--- src/rtl/mux_seq_pkg.sv ---
// Shared widths, FSM state encoding and output beat payload for the mux4 round-robin sequencer.
package mux_seq_pkg;

    localparam int unsigned N_CH = 4;
    localparam int unsigned CH_W = 2;

    typedef enum logic [1:0] {
        IDLE   = 2'd0,
        SAMPLE = 2'd1,
        HOLD   = 2'd2
    } state_e;

    typedef struct packed {
        logic [CH_W-1:0] ch;
        logic            data;
    } beat_t;

endpackage

--- src/rtl/mux4_rr_sequencer_if.sv ---
// Request/mux/handshake bundle between the sequencer, the mux_4x1 and the downstream consumer.
interface mux4_rr_sequencer_if;
    import mux_seq_pkg::*;

    logic [N_CH-1:0] req;
    logic            mux_y;
    logic            out_ready;
    logic            s0;
    logic            s1;
    logic [N_CH-1:0] gnt;
    logic            out_valid;
    logic            out_data;
    logic [CH_W-1:0] out_ch;
    logic            err;

    modport master (
        input  req, mux_y, out_ready,
        output s0, s1, gnt, out_valid, out_data, out_ch, err
    );

    modport slave (
        output req, mux_y, out_ready,
        input  s0, s1, gnt, out_valid, out_data, out_ch, err
    );

endinterface

--- src/rtl/rr_pick4.sv ---
// Combinational round-robin picker: first set request after last_ch, wrapping mod 4.
module rr_pick4
    import mux_seq_pkg::*;
(
    input  logic [N_CH-1:0] req,
    input  logic [CH_W-1:0] last_ch,
    output logic            any,
    output logic [CH_W-1:0] ch
);

    logic [CH_W-1:0] base;
    logic [N_CH-1:0] rot;
    logic [CH_W-1:0] off;

    assign base = last_ch + CH_W'(1);
    assign rot  = N_CH'({req, req} >> base);
    assign any  = |req;

    // Lowest set bit of the rotated vector is the next channel after last_ch.
    always_comb begin
        off = '0;
        for (int i = 3; i >= 0; i--) begin
            if (rot[i]) off = CH_W'(i);
        end
    end

    assign ch = base + off;

endmodule

--- src/rtl/mux4_rr_sequencer.sv ---
// Round-robin sequencer driving mux_4x1 selects and forwarding the sampled y on valid/ready.
module mux4_rr_sequencer
    import mux_seq_pkg::*;
#(
    parameter int unsigned TIMEOUT = 15
) (
    input  logic                       clk,
    input  logic                       rst,
    mux4_rr_sequencer_if.master        bus
);

    localparam int unsigned TMR_W = $clog2(TIMEOUT + 1);

    state_e          state,   state_n;
    logic [CH_W-1:0] sel,     sel_n;
    logic [N_CH-1:0] gnt,     gnt_n;
    logic            ovalid,  ovalid_n;
    beat_t           beat,    beat_n;
    logic            err,     err_n;
    logic [TMR_W-1:0] timer,  timer_n;
    logic [CH_W-1:0] last_ch, last_ch_n;

    logic            pick_any;
    logic [CH_W-1:0] pick_ch;

    rr_pick4 u_pick (
        .req     (bus.req),
        .last_ch (last_ch),
        .any     (pick_any),
        .ch      (pick_ch)
    );

    // State and output registers; last_ch resets to 3 so channel 0 wins first.
    always_ff @(posedge clk) begin
        if (rst) begin
            state   <= IDLE;
            sel     <= '0;
            gnt     <= '0;
            ovalid  <= 1'b0;
            beat    <= '0;
            err     <= 1'b0;
            timer   <= '0;
            last_ch <= CH_W'(N_CH - 1);
        end else begin
            state   <= state_n;
            sel     <= sel_n;
            gnt     <= gnt_n;
            ovalid  <= ovalid_n;
            beat    <= beat_n;
            err     <= err_n;
            timer   <= timer_n;
            last_ch <= last_ch_n;
        end
    end

    // Next-state and next-output logic.
    always_comb begin
        state_n   = state;
        sel_n     = sel;
        gnt_n     = gnt;
        ovalid_n  = ovalid;
        beat_n    = beat;
        err_n     = 1'b0;
        timer_n   = timer;
        last_ch_n = last_ch;

        case (state)
            IDLE: begin
                if (pick_any) begin
                    sel_n          = pick_ch;
                    gnt_n          = '0;
                    gnt_n[pick_ch] = 1'b1;
                    state_n        = SAMPLE;
                end
            end
            SAMPLE: begin
                beat_n.data = bus.mux_y;
                beat_n.ch   = sel;
                ovalid_n    = 1'b1;
                timer_n     = '0;
                state_n     = HOLD;
            end
            HOLD: begin
                // Accept and timeout retire the beat identically; only a drop flags err.
                if (bus.out_ready || (timer == TMR_W'(TIMEOUT - 1))) begin
                    ovalid_n  = 1'b0;
                    gnt_n     = '0;
                    last_ch_n = beat.ch;
                    err_n     = ~bus.out_ready;
                    state_n   = IDLE;
                end else begin
                    timer_n = timer + TMR_W'(1);
                end
            end
            default: state_n = IDLE;
        endcase
    end

    assign bus.s0        = sel[0];
    assign bus.s1        = sel[1];
    assign bus.gnt       = gnt;
    assign bus.out_valid = ovalid;
    assign bus.out_data  = beat.data;
    assign bus.out_ch    = beat.ch;
    assign bus.err       = err;

endmodule

--- src/flat_wrapper.sv ---
// flat-port wrapper written by rule: the top's interface ports become plain ports
module mux4_rr_sequencer_flat import mux_seq_pkg::*;
#(
    parameter int unsigned TIMEOUT = 15
)
  (clk, rst, bus_req, bus_mux_y, bus_out_ready, bus_s0, bus_s1, bus_gnt, bus_out_valid, bus_out_data, bus_out_ch, bus_err);
  mux4_rr_sequencer_if bus_i ();
  input  logic clk;
  input  logic rst;
  input wire logic [$bits(bus_i.req)-1:0] bus_req;
  input wire logic [$bits(bus_i.mux_y)-1:0] bus_mux_y;
  input wire logic [$bits(bus_i.out_ready)-1:0] bus_out_ready;
  output wire logic [$bits(bus_i.s0)-1:0] bus_s0;
  output wire logic [$bits(bus_i.s1)-1:0] bus_s1;
  output wire logic [$bits(bus_i.gnt)-1:0] bus_gnt;
  output wire logic [$bits(bus_i.out_valid)-1:0] bus_out_valid;
  output wire logic [$bits(bus_i.out_data)-1:0] bus_out_data;
  output wire logic [$bits(bus_i.out_ch)-1:0] bus_out_ch;
  output wire logic [$bits(bus_i.err)-1:0] bus_err;
  assign bus_i.req = bus_req;
  assign bus_i.mux_y = bus_mux_y;
  assign bus_i.out_ready = bus_out_ready;
  assign bus_s0 = bus_i.s0;
  assign bus_s1 = bus_i.s1;
  assign bus_gnt = bus_i.gnt;
  assign bus_out_valid = bus_i.out_valid;
  assign bus_out_data = bus_i.out_data;
  assign bus_out_ch = bus_i.out_ch;
  assign bus_err = bus_i.err;
  mux4_rr_sequencer #(.TIMEOUT(TIMEOUT)) u_core (.clk(clk), .rst(rst), .bus(bus_i));
endmodule
--- config.mk ---
export PLATFORM = sky130hd
export DESIGN_NAME = mux4_rr_sequencer_flat
export DESIGN_NICKNAME = d
export VERILOG_FILES = /design/src/rtl/mux_seq_pkg.sv /design/src/rtl/mux4_rr_sequencer_if.sv /design/src/rtl/rr_pick4.sv /design/src/rtl/mux4_rr_sequencer.sv /design/src/flat_wrapper.sv
export SDC_FILE = /design/constraint.sdc
export NUM_CORES = 1
export LEC_CHECK = 0
export BUFFER_PORTS_ARGS = -buffer_cell sky130_fd_sc_hd__buf_2
export CORE_ASPECT_RATIO = 0.6
export CORE_MARGIN = 8
export CORE_UTILIZATION = 41
export CTS_CLUSTER_DIAMETER = 60
export CTS_CLUSTER_SIZE = 20
export DETAILED_ROUTE_END_ITERATION = 16
export HOLD_SLACK_MARGIN = 0.08
export MAX_ROUTING_LAYER = met4
export PLACE_DENSITY = 0.75
export SYNTH_ARGS = -nofsm -noshare
export SYNTH_HDL_FRONTEND = slang
export SYNTH_SLANG_ARGS = --single-unit
--- constraint.sdc ---
create_clock -name clk -period 6.4 [get_ports clk]
set_clock_uncertainty 0.2 [all_clocks]
set_input_delay 0.64 -clock clk [delete_from_list [all_inputs] [get_ports clk]]
set_output_delay 0.64 -clock clk [all_outputs]
set_load 0.01 [all_outputs]
==> results of run 1 <==
[cell families (layout without fill, tap and decap cells)]
family                     Yosys count  in the layout
adders and majority gates            3              3
AOI/OAI and AO/OA                   23             23
buffers and inverters                7             26
xor gates and xnor gates             6              6
DFF                                 19             19
and+or+nand+nor                     53             53
muxes                                1              1
[cell type report]
type	instances	area [um2]	share of cell area (%)
Clock buffer	4	45.0	4.18
Inverter	4	15.0	1.39
Multi-Input combinational cell	86	510	47.3
Sequential cell	19	380	35.3
Tap cell	30	37.5	3.48
Timing Repair Buffer	18	90.1	8.35
[metrics by stage]
step	instances	area [um2]	total power [mW]	hold slack [ns]	setup slack, ns
5_1_grt	161	1080	0.279	0.259	3.94
3_5_place_dp	157	1030	0.186	0.238	3.82
4_1_cts	161	1080	0.267	0.247	4.07
2_1_floorplan	112	921	0.169	0.270	4.13
6_report	161	1080	0.264	0.242	4.08
3_3_place_gp	157	1030	0.184	0.236	3.87
[layer usage]
| metal | GRT usage, % | vias to the layer above | wire length, um |
|---|---|---|---|
| met4 | 3.73 | 0 | 31 |
| met2 | 14.3 | 16 | 824 |
| met5 | - | - | 0 |
| met3 | 4.45 | 5 | 105 |
| li1 | - | 430 | - |
| met1 | 11.7 | 357 | 995 |
[sequential cells by signal, summed over array words and instances (netlist names)]
name / flops
u_core.bus.out_valid: 1
u_core.state: 2
u_core.sel: 2
u_core.timer: 4
u_core.bus.gnt: 4
u_core.bus.out_ch: 2
u_core.bus.err: 1
u_core.bus.out_data: 1
u_core.last_ch: 2
[worst reg2reg max path, delay by kind of cell (launching register included)]
family | cells | cell delay, ns
AOI/OAI and AO/OA | 3 | 0.41
xor gates and xnor gates | 3 | 0.71
adders and majority gates | 1 | 0.18
DFF | 1 | 0.50
and+or+nand+nor | 1 | 0.08
[Yosys cell counts (all sizes together), types with 2 or more instances]
library cell / count / area share, %
inv: 4 / 1.6
ha: 3 / 4.1
o32ai: 2 / 2.7
nand2: 18 / 7.3
or2: 2 / 1.4
o211ai: 2 / 1.6
nand3: 2 / 1.1
a31oi: 2 / 1.4
nand3b: 3 / 2.4
xor2: 4 / 3.8
dfxtp: 19 / 41
nor2: 13 / 5.3
nor4: 2 / 1.4
a21oi: 6 / 3.3
nand2b: 4 / 2.7
nor3: 5 / 2.7
xnor2: 2 / 1.9
o21ai: 6 / 3.3
clkbuf: 2 / 0.82
[power groups by stage]
stage | registers [mW] | logic [mW] | clock network (mW)
2_1_floorplan | 0.137 | 0.0311 | 0
3_3_place_gp | 0.136 | 0.0488 | 0
3_5_place_dp | 0.136 | 0.0500 | 0
4_1_cts | 0.133 | 0.0504 | 0.0839
5_1_grt | 0.134 | 0.0553 | 0.0898
6_report | 0.133 | 0.0500 | 0.0809
[worst paths after layout]
check                                         to                           start  slack, ns  cells after the start
setup / recovery  u_core.bus.gnt[1]$_SDFFE_PP0P_                      bus_req[0]       4.08                     10
hold / removal    u_core.bus.gnt[3]$_SDFFE_PP0P_  u_core.bus.gnt[3]$_SDFFE_PP0P_       0.24                      2
setup reg to reg  u_core.bus.gnt[1]$_SDFFE_PP0P_  u_core.last_ch[0]$_SDFFE_PP1P_       4.19                      8
hold reg to reg   u_core.bus.gnt[3]$_SDFFE_PP0P_  u_core.bus.gnt[3]$_SDFFE_PP0P_       0.24                      2
==> results.md, run 1 <==
* Status: finished, final reports clean
* Final period util at 36.2%
* Clk_lat worst skew at 0.25 ns
* CTS Buf Count at 3
* Seq/Total Area, Yosys at 41.3%
* Via count at 808
* I/O Buffers at 18
* YS warnings at 0
* Chip Height at 52.7 um
* Final core utilization at 50.2%
* Area Overhead vs Synth at 17.1%
* Worst setup SP type: input pin
* Top Family by Delay on Critical Path: XOR/XNOR gates
* Crit-path max cell delay at 0.34 ns
* Cells along the critical path: buf_2 > inv_1 > o311ai_0 > o21ai_0 > nand2_1 > ha_1 > xor2_1 > xnor2_1 > xor2_1 > o21ai_1
* Largest family of logic cells by synthesized area: simple AND/OR/NAND/NOR gates
* Number of global-route vias before repair at 684
* CTS tree: yes
* Post-synth ARST share at 0%
* Die Wd at 77.2 um
* Max Cap Viol at 0
* Switching Share at 27.5%
* Antenna cell count at 0
* Number of placement rows at 13
* Core area at 2150 um2
* CP endpoint kind: flop
* H-tree level count at 1
* Pwr dens at 245 nW/um2
* Final HPWL from detailed placement at 1550 um
* Full die area at 4070 um2
* Critical path class: input pin to flop
* Count of state elements after synthesis at 19
* Int Pwr at 0.191 mW
* Sequential share of power at 50.4%
* Final WL at 1960 um
* Max-slew headroom at 68.1%
* Setup_tns at 0 ns
* Worst-path fanout max at 5
* Initial antenna violation count at 0
* Fmax at 431 MHz
* Count of unique library cells instantiated by Yosys at 33
* Final slew viol count at 0
* P_sw at 0.0726 mW
* Mean area per synthesized cell at 8.22 um2
* 1st-iter DRT viols at 29
* Worst slew pin tran at 0.477 ns
* CTS root buf: clkbuf_8
* Post-Syn Instances at 112
* Commonest non-fill, non-tap cell in the layout: dfxtp_1
* Cts repair resizes at 0
* Ys flop type: dfxtp_1
* Crit path DAT at 2.26 ns
* Finish-stage setup viols at 0
* Commonest non-fill, non-tap cells in the layout: dfxtp_1, nand2_1, buf_2
* Mapped cell area at 921 um2
* Worst hold path type: flop to flop
* GR Util All Layers at 9.83%
* Post-synth EDFFs at 0
* Worst Path Buf+Inv at 2
* Post-route ant nets at 0
* CP most frequent cell: xor2_1
* XOR/XNOR Fraction of Synth Area at 5.71%
* Syn Nets at 123
* Starting Density at 42.9%
* RSZ-0062 raised after global routing: no
* Overflow after GRT at 0
* Detailed-route DRC error count at 0
* # nets final at 143
* Layout fillers at 226
* Final Wtd Congestion at 0.812
* VDD IR max at 0.102 mV
* Post-CTS Setup Bufs at 0
* Clk sinks at 19
* Slowest cell on the critical path: xnor2_1
* First-pass GRT wire length at 3060 um
* Share of layout cells above drive strength 1 at 18.3%
* I/O pins at 19
* Clock Path Buffers at 2
* Vias/cell at 5.02
* Static Leak at 0.448 nW
* WL/cell at 12.2 um
* CTS clock-pin slew for the worst setup and hold paths at 0.07 ns
* Cts hold-fix bufs at 0
* Clock group share of total power at 30.6%
* Hold Fails Final Rpt at 0
* DR pass1 iterations at 4
* Gate power share at 18.9%
* Synth Area in Compound Gates at 17.4%
* Post-synthesis mux area share at 1.09%
* Simple-gate share of the synthesized area at 27.2%
* Crit path time final at 2.32 ns
* Adder-Cell Fraction of Synth Area at 4.08%
* Largest net degree at the start of global routing at 18
* CP required at 6.34 ns
No activity file was read; power rests on OpenSTA's default activity.
==> run 2, diff against run 1 <==
--- a/config.mk
+++ b/config.mk
@@ -5,6 +5,7 @@
 export SDC_FILE = /design/constraint.sdc
 export NUM_CORES = 1
 export LEC_CHECK = 0
+export ABC_AREA = 1
 export BUFFER_PORTS_ARGS = -buffer_cell sky130_fd_sc_hd__buf_2
 export CORE_ASPECT_RATIO = 0.6
 export CORE_MARGIN = 8
@@ -14,7 +15,7 @@
 export DETAILED_ROUTE_END_ITERATION = 16
 export HOLD_SLACK_MARGIN = 0.08
 export MAX_ROUTING_LAYER = met4
-export PLACE_DENSITY = 0.75
+export PLACE_DENSITY = 0.76
 export SYNTH_ARGS = -nofsm -noshare
 export SYNTH_HDL_FRONTEND = slang
 export SYNTH_SLANG_ARGS = --single-unit
==> constraint.sdc (replaced) <==
create_clock -name clk -period 2.1 [get_ports clk]
set_clock_uncertainty 0.2 [all_clocks]
set_input_delay 0.21 -clock clk [delete_from_list [all_inputs] [get_ports clk]]
set_output_delay 0.21 -clock clk [all_outputs]
set_load 0.01 [all_outputs]
==> results.md, run 2 <==
* CTS tree: yes
* CTS clock-pin slew for the worst setup and hold paths at 0.07 ns
* Worst slew pin tran at 0.313 ns
* Full die area at 4550 um2
* Number of global-route vias before repair at 968
* Crit path time final at 2.06 ns
* Area Overhead vs Synth at 23.0%
* Seq/Total Area, Yosys at 35.6%
* Clk_lat worst skew at 0.25 ns
* Share of the synthesized area in the top cell type at 35.6%
* Post-route ant nets at 0
* 1st-iter DRT viols at 48
* Worst-path fanout max at 5
* YS warnings at 0
* Cells along the critical path: buf_6 > nand2_4 > nand2_4 > nand2_2 > nand2_2 > a31oi_1 > nor2_1 > ha_2 > xor2_2 > inv_1 > nand2_2 > nand2_2 > o21ai_1 > inv_1
* Mapped cell area at 1070 um2
* Mean area per synthesized cell at 6.94 um2
* Count of state elements after synthesis at 19
* Initial antenna violation count at 0
* Post-Syn Instances at 154
* Detailed-route DRC error count at 0
* Commonest non-fill, non-tap cell in the layout: nand2_1
* Hold Fails Final Rpt at 0
* VDD IR max at 0.304 mV
* Final slew viol count at 0
* Final HPWL from detailed placement at 1920 um
* CP endpoint kind: flop
* Syn Nets at 165
* Clk sinks at 19
* First-pass GRT wire length at 4130 um
* Starting Density at 43.0%
* Worst Path Buf+Inv at 3
* Overflow after GRT at 0
* Clock Path Buffers at 2
* H-tree level count at 1
* Die Wd at 81.9 um
* Worst hold path type: input pin to flop
* Largest net degree at the start of global routing at 14
* Hold WS at 0.102 ns
* Crit-path max cell delay at 0.38 ns
* I/O Buffers at 18
* CP most frequent cell: nand2_2
* Max-slew headroom at 79.0%
* Static Leak at 0.666 nW
* I/O pins at 19
* Commonest non-fill, non-tap cells in the layout: nand2_1, buf_2, inv_1, dfxtp_1, nor2_1
* Via count at 1081
* Largest regs: u_core.bus.gnt: 4 flops, u_core.timer: 4 flops
* GR Util All Layers at 11.5%
* Area contributors post-synth: dfxtp_1, nand2_1, inv_1
* RSZ-0062 raised after global routing: yes
* Worst setup SP type: flop
* Antenna cell count at 0
* Post-synth top cells: nand2_1, dfxtp_1, inv_1, nor2_1, nand3_1
* Total Power at 0.925 mW
* Share of layout cells above drive strength 1 at 29.8%
* Slowest cell on the critical path: dfxtp_4
* DR pass1 iterations at 4
* Finish-stage setup viols at 0
* CTS Buf Count at 3
* Crit path DAT at 2.02 ns
* Vias/cell at 5.08
* Status: finished, final reports clean
* Number of placement rows at 14
* Critical path class: flop to flop
* Final period util at 98.2%
* Chip Height at 55.5 um
* WL/cell at 12.3 um
* Layout fillers at 238
* CTS root buf: clkbuf_8
* Top Family by Delay on Critical Path: simple AND/OR/NAND/NOR gates
* Final Wtd Congestion at 0.845
* Count of unique library cells instantiated by Yosys at 27
* Post-synth EDFFs at 0
* Core area at 2490 um2
* Post-synth ARST share at 0%
* Final WL at 2620 um
* Most common cell in the netlist: nand2_1
* # nets final at 193
* Fmax at 485 MHz
* CP required at 2.05 ns
* Pwr dens at 704 nW/um2
* Max Cap Viol at 0
* Ys flop type: dfxtp_1
* Post-synth top area cell: dfxtp_1
[run 2: cell types whose count changed in the layout (fill, tap and decap cells not counted), moves of 3 or more]
| cell | before | now |
|---|---|---|
| nand3b_1 | 3 | 0 |
| buf_4 | 0 | 5 |
| nand2_1 | 18 | 42 |
| nand2b_1 | 4 | 0 |
| nand2_2 | 0 | 10 |
| o21ai_1 | 4 | 1 |
| nand3_1 | 2 | 9 |
| inv_1 | 3 | 17 |
| nor3_1 | 5 | 2 |
| xor2_1 | 4 | 0 |
| nand2_4 | 0 | 4 |
[run 2: per-stage QoR]
stage	std cells	utilization, %	area, um2	setup TNS, ns	worst slack [ns]
final	213	52.8	1310	0	0.0370
after global routing	213	52.8	1310	-0.438	-0.137
after CTS	209	50.9	1270	0	0.0184
after detailed placement	203	47.8	1190	0	0.00802
after global placement	203	47.8	1190	0	0.0620
after floorplan	154	-	1070	0	0.154
[run 2: final cells by class]
type / instances / area (um2) / share of cell area, %
multi-input cells: 111 / 601 / 45.7
repair buffers: 26 / 159 / 12.1
clock buffers: 4 / 45.0 / 3.43
well taps: 32 / 40.0 / 3.05
inverters: 21 / 83.8 / 6.38
flip-flops and latches: 19 / 385 / 29.3
[run 2: worst register-to-register path: stages (launching register included)]
cell and delay [ns]:
dfxtp_4 0.38, buf_6 0.14, nand2_4 0.05, nand2_4 0.08, nand2_2 0.06, nand2_2 0.08, a31oi_1 0.09, nor2_1 0.12
ha_2 0.20, xor2_2 0.18, inv_1 0.07, nand2_2 0.08, nand2_2 0.07, o21ai_1 0.12, inv_1 0.05
[run 2: logic make-up after synthesis]
logic type               synth area share, %
AO/OA/AOI/OAI                           10.3
buffers and inverters                   9.60
flip-flops                              35.6
XOR/XNOR                                2.34
AND/OR/NAND/NOR                         38.6
adder cells (fa/ha/maj)                 3.51
[run 2: where the power goes]
part | switching (mW) | total (mW) | internal (mW)
registers | 0.0212 | 0.413 | 0.392
clock network | 0.117 | 0.251 | 0.135
logic | 0.159 | 0.260 | 0.101
total | 0.297 | 0.925 | 0.628
[run 2: worst paths after layout]
check | from | endpoint | slack (ns) | cells after the start
hold / removal | rst | u_core.state[0]$_SDFFE_PP0P_ | 0.10 | 2
setup reg to reg | u_core.last_ch[0]$_SDFFE_PP1P_ | u_core.sel[1]$_SDFFE_PP0P_ | 0.04 | 14
setup / recovery | u_core.last_ch[0]$_SDFFE_PP1P_ | u_core.sel[1]$_SDFFE_PP0P_ | 0.04 | 14
hold reg to reg | u_core.bus.gnt[1]$_SDFFE_PP0P_ | u_core.bus.gnt[1]$_SDFFE_PP0P_ | 0.29 | 2
[run 2: repair_timing]
item | 4_1_cts | 5_1_grt
endpoints found under the hold margin | 2 | 0
gates cloned | 0 | 1
gates resized for setup | 5 | 7
endpoints found under the setup margin | 1 | 5
setup buffers | 0 | 3
pin swaps | 0 | 15
hold buffers | 2 | 0
[run 2: per-layer routing]
layer	vias up	global-route usage [%]	wire length, um
met5	-	-	0
met4	0	2.99	19
met3	6	4.19	185
met2	27	17.3	1190
met1	509	14.2	1230
li1	539	-	-
==> run 3, diff against run 2 <==
--- a/config.mk
+++ b/config.mk
@@ -16,6 +16,7 @@
 export HOLD_SLACK_MARGIN = 0.08
 export MAX_ROUTING_LAYER = met4
 export PLACE_DENSITY = 0.76
+export REMOVE_ABC_BUFFERS = 1
 export SYNTH_ARGS = -nofsm -noshare
 export SYNTH_HDL_FRONTEND = slang
 export SYNTH_SLANG_ARGS = --single-unit
==> results.md, run 3 (same netlist as run 2, synthesis figures left out) <==
* CP required at 2.06 ns
* Clock Path Buffers at 2
* WL/cell at 12.0 um
* CTS tree: yes
* VDD IR max at 0.313 mV
* DP Worst Slack at -0.00277 ns
* Finish-stage setup viols at 0
* Starting Density at 43.0%
* Final WL at 2520 um
* Area Overhead vs Synth at 21.7%
* Antenna cell count at 0
* Commonest non-fill, non-tap cells in the layout: nand2_1, buf_2, inv_1, dfxtp_1
* Crit path time final at 2.06 ns
* Critical path class: flop to flop
* Worst hold path type: input pin to flop
* Vias/cell at 4.84
* Number of placement rows at 14
* First-pass GRT wire length at 4240 um
* Number of global-route vias before repair at 1000
* Final slew viol count at 0
* DR pass1 iterations at 4
* Core area at 2490 um2
* Setup_tns at 0 ns
* Largest regs: u_core.bus.gnt: 4 flops, u_core.timer: 4 flops
* Storage cell area at 385 um2
* Clk sinks at 19
* R2R setup slack at 0.04 ns
* I/O Buffers at 18
* Footprint of the multi-input gates at 608 um2
* Overflow after GRT at 0
* H-tree level count at 1
* Share of layout cells above drive strength 1 at 31.5%
* Static Leak at 0.655 nW
* Placed cell area at 1190 um2
* Final period util at 98.1%
* Worst-path fanout max at 5
* Final HPWL from detailed placement at 1940 um
* Max-slew headroom at 78.9%
* Worst setup SP type: flop
* CTS Buf Count at 3
* Final setup margin at 0.0389 ns
* GR Util All Layers at 11.8%
* RSZ-0062 raised after global routing: yes
* I/O pins at 19
* Final Instance Area at 1300 um2
* 1st-iter DRT viols at 65
* Crit path DAT at 2.02 ns
* Largest net degree at the start of global routing at 14
* Hold Fails Final Rpt at 0
* Detailed-route DRC error count at 0
* Commonest non-fill, non-tap cell in the layout: nand2_1
* Pwr dens at 706 nW/um2
* # nets final at 190
* Post-route ant nets at 0
* Full die area at 4550 um2
* CP endpoint kind: flop
* Via count at 1016
* Layout fillers at 252
* Initial antenna violation count at 0
* CTS root buf: clkbuf_8
* Status: finished, final reports clean
* Clk_lat worst skew at 0.26 ns
* Die Wd at 81.9 um
* Fmax at 485 MHz
* Final Wtd Congestion at 0.835
* Chip Height at 55.5 um
* Worst slew pin tran at 0.315 ns
* Max Cap Viol at 0
* CTS clock-pin slew for the worst setup and hold paths at 0.07 ns
run 3: cell types whose count changed in the layout (fill, tap and decap cells not counted), sizes merged:
| cell | delta |
|---|---|
| buf | -3 |
| clkbuf | -1 |
| clkinv | +1 |
run 3: worst max-delay path, stage by stage (launching register included):
cell	delay [ns]
dfxtp_4	0.39
buf_6	0.13
nand2_4	0.05
nand2_4	0.09
nand2_1	0.09
a31oi_1	0.17
nor2_1	0.07
ha_2	0.19
xor2_2	0.20
inv_1	0.07
nand2_2	0.08
nand2_2	0.07
o21ai_2	0.11
inv_1	0.04
run 3: layout make-up:
class,count,area share (%)
multi-input cells,111,46.8
flip-flops and latches,19,29.6
repair buffers,23,10.5
inverters,21,6.45
clock buffers,3,3.18
well taps,32,3.08
clock inverters,1,0.385
run 3: path summary, 6_finish.rpt:
path                                    endpoint  cells past startpoint                              start
setup reg to reg      u_core.sel[1]$_SDFFE_PP0P_                     13     u_core.last_ch[0]$_SDFFE_PP1P_
hold reg to reg   u_core.last_ch[0]$_SDFFE_PP1P_                      2  u_core.bus.out_ch[0]$_SDFFE_PP0P_
setup / recovery      u_core.sel[1]$_SDFFE_PP0P_                     13     u_core.last_ch[0]$_SDFFE_PP1P_
hold / removal    u_core.bus.gnt[2]$_SDFFE_PP0P_                      2                                rst
run 3: report_power, final:
group | internal [mW] | switching, mW
Sequential | 0.392 | 0.0222
Clock | 0.132 | 0.120
Combinational | 0.0938 | 0.158
run 3: stage by stage:
stage	std cells	hold slack, ns	utilization [%]	power (mW)
after floorplan	151	0.0724	-	0.580
after global placement	203	0.236	47.8	0.647
after detailed placement	203	0.245	47.8	0.658
after CTS	209	0.0887	50.8	0.917
after global routing	210	0.0983	52.3	0.971
final	210	0.0924	52.3	0.918
run 3: timing repair:
item / 4_1_cts / 5_1_grt
gates resized for setup: 3 / 12
endpoints found under the hold margin: 2 / 0
gates cloned: 0 / 1
setup buffers: 0 / 0
setup endpoints to repair: 2 / 5
hold buffers: 2 / 0
pin swaps: 1 / 8
run 3: metal layers:
layer | global-route usage [%] | part of all wire [%] | vias up | wire (um)
met2 | 18.5 | 46 | 14 | 1150
li1 | - | - | 533 | -
met4 | 2.24 | 0.48 | 0 | 12
met1 | 14.0 | 49 | 465 | 1230
met3 | 4.52 | 4.9 | 4 | 123
met5 | - | 0 | - | 0
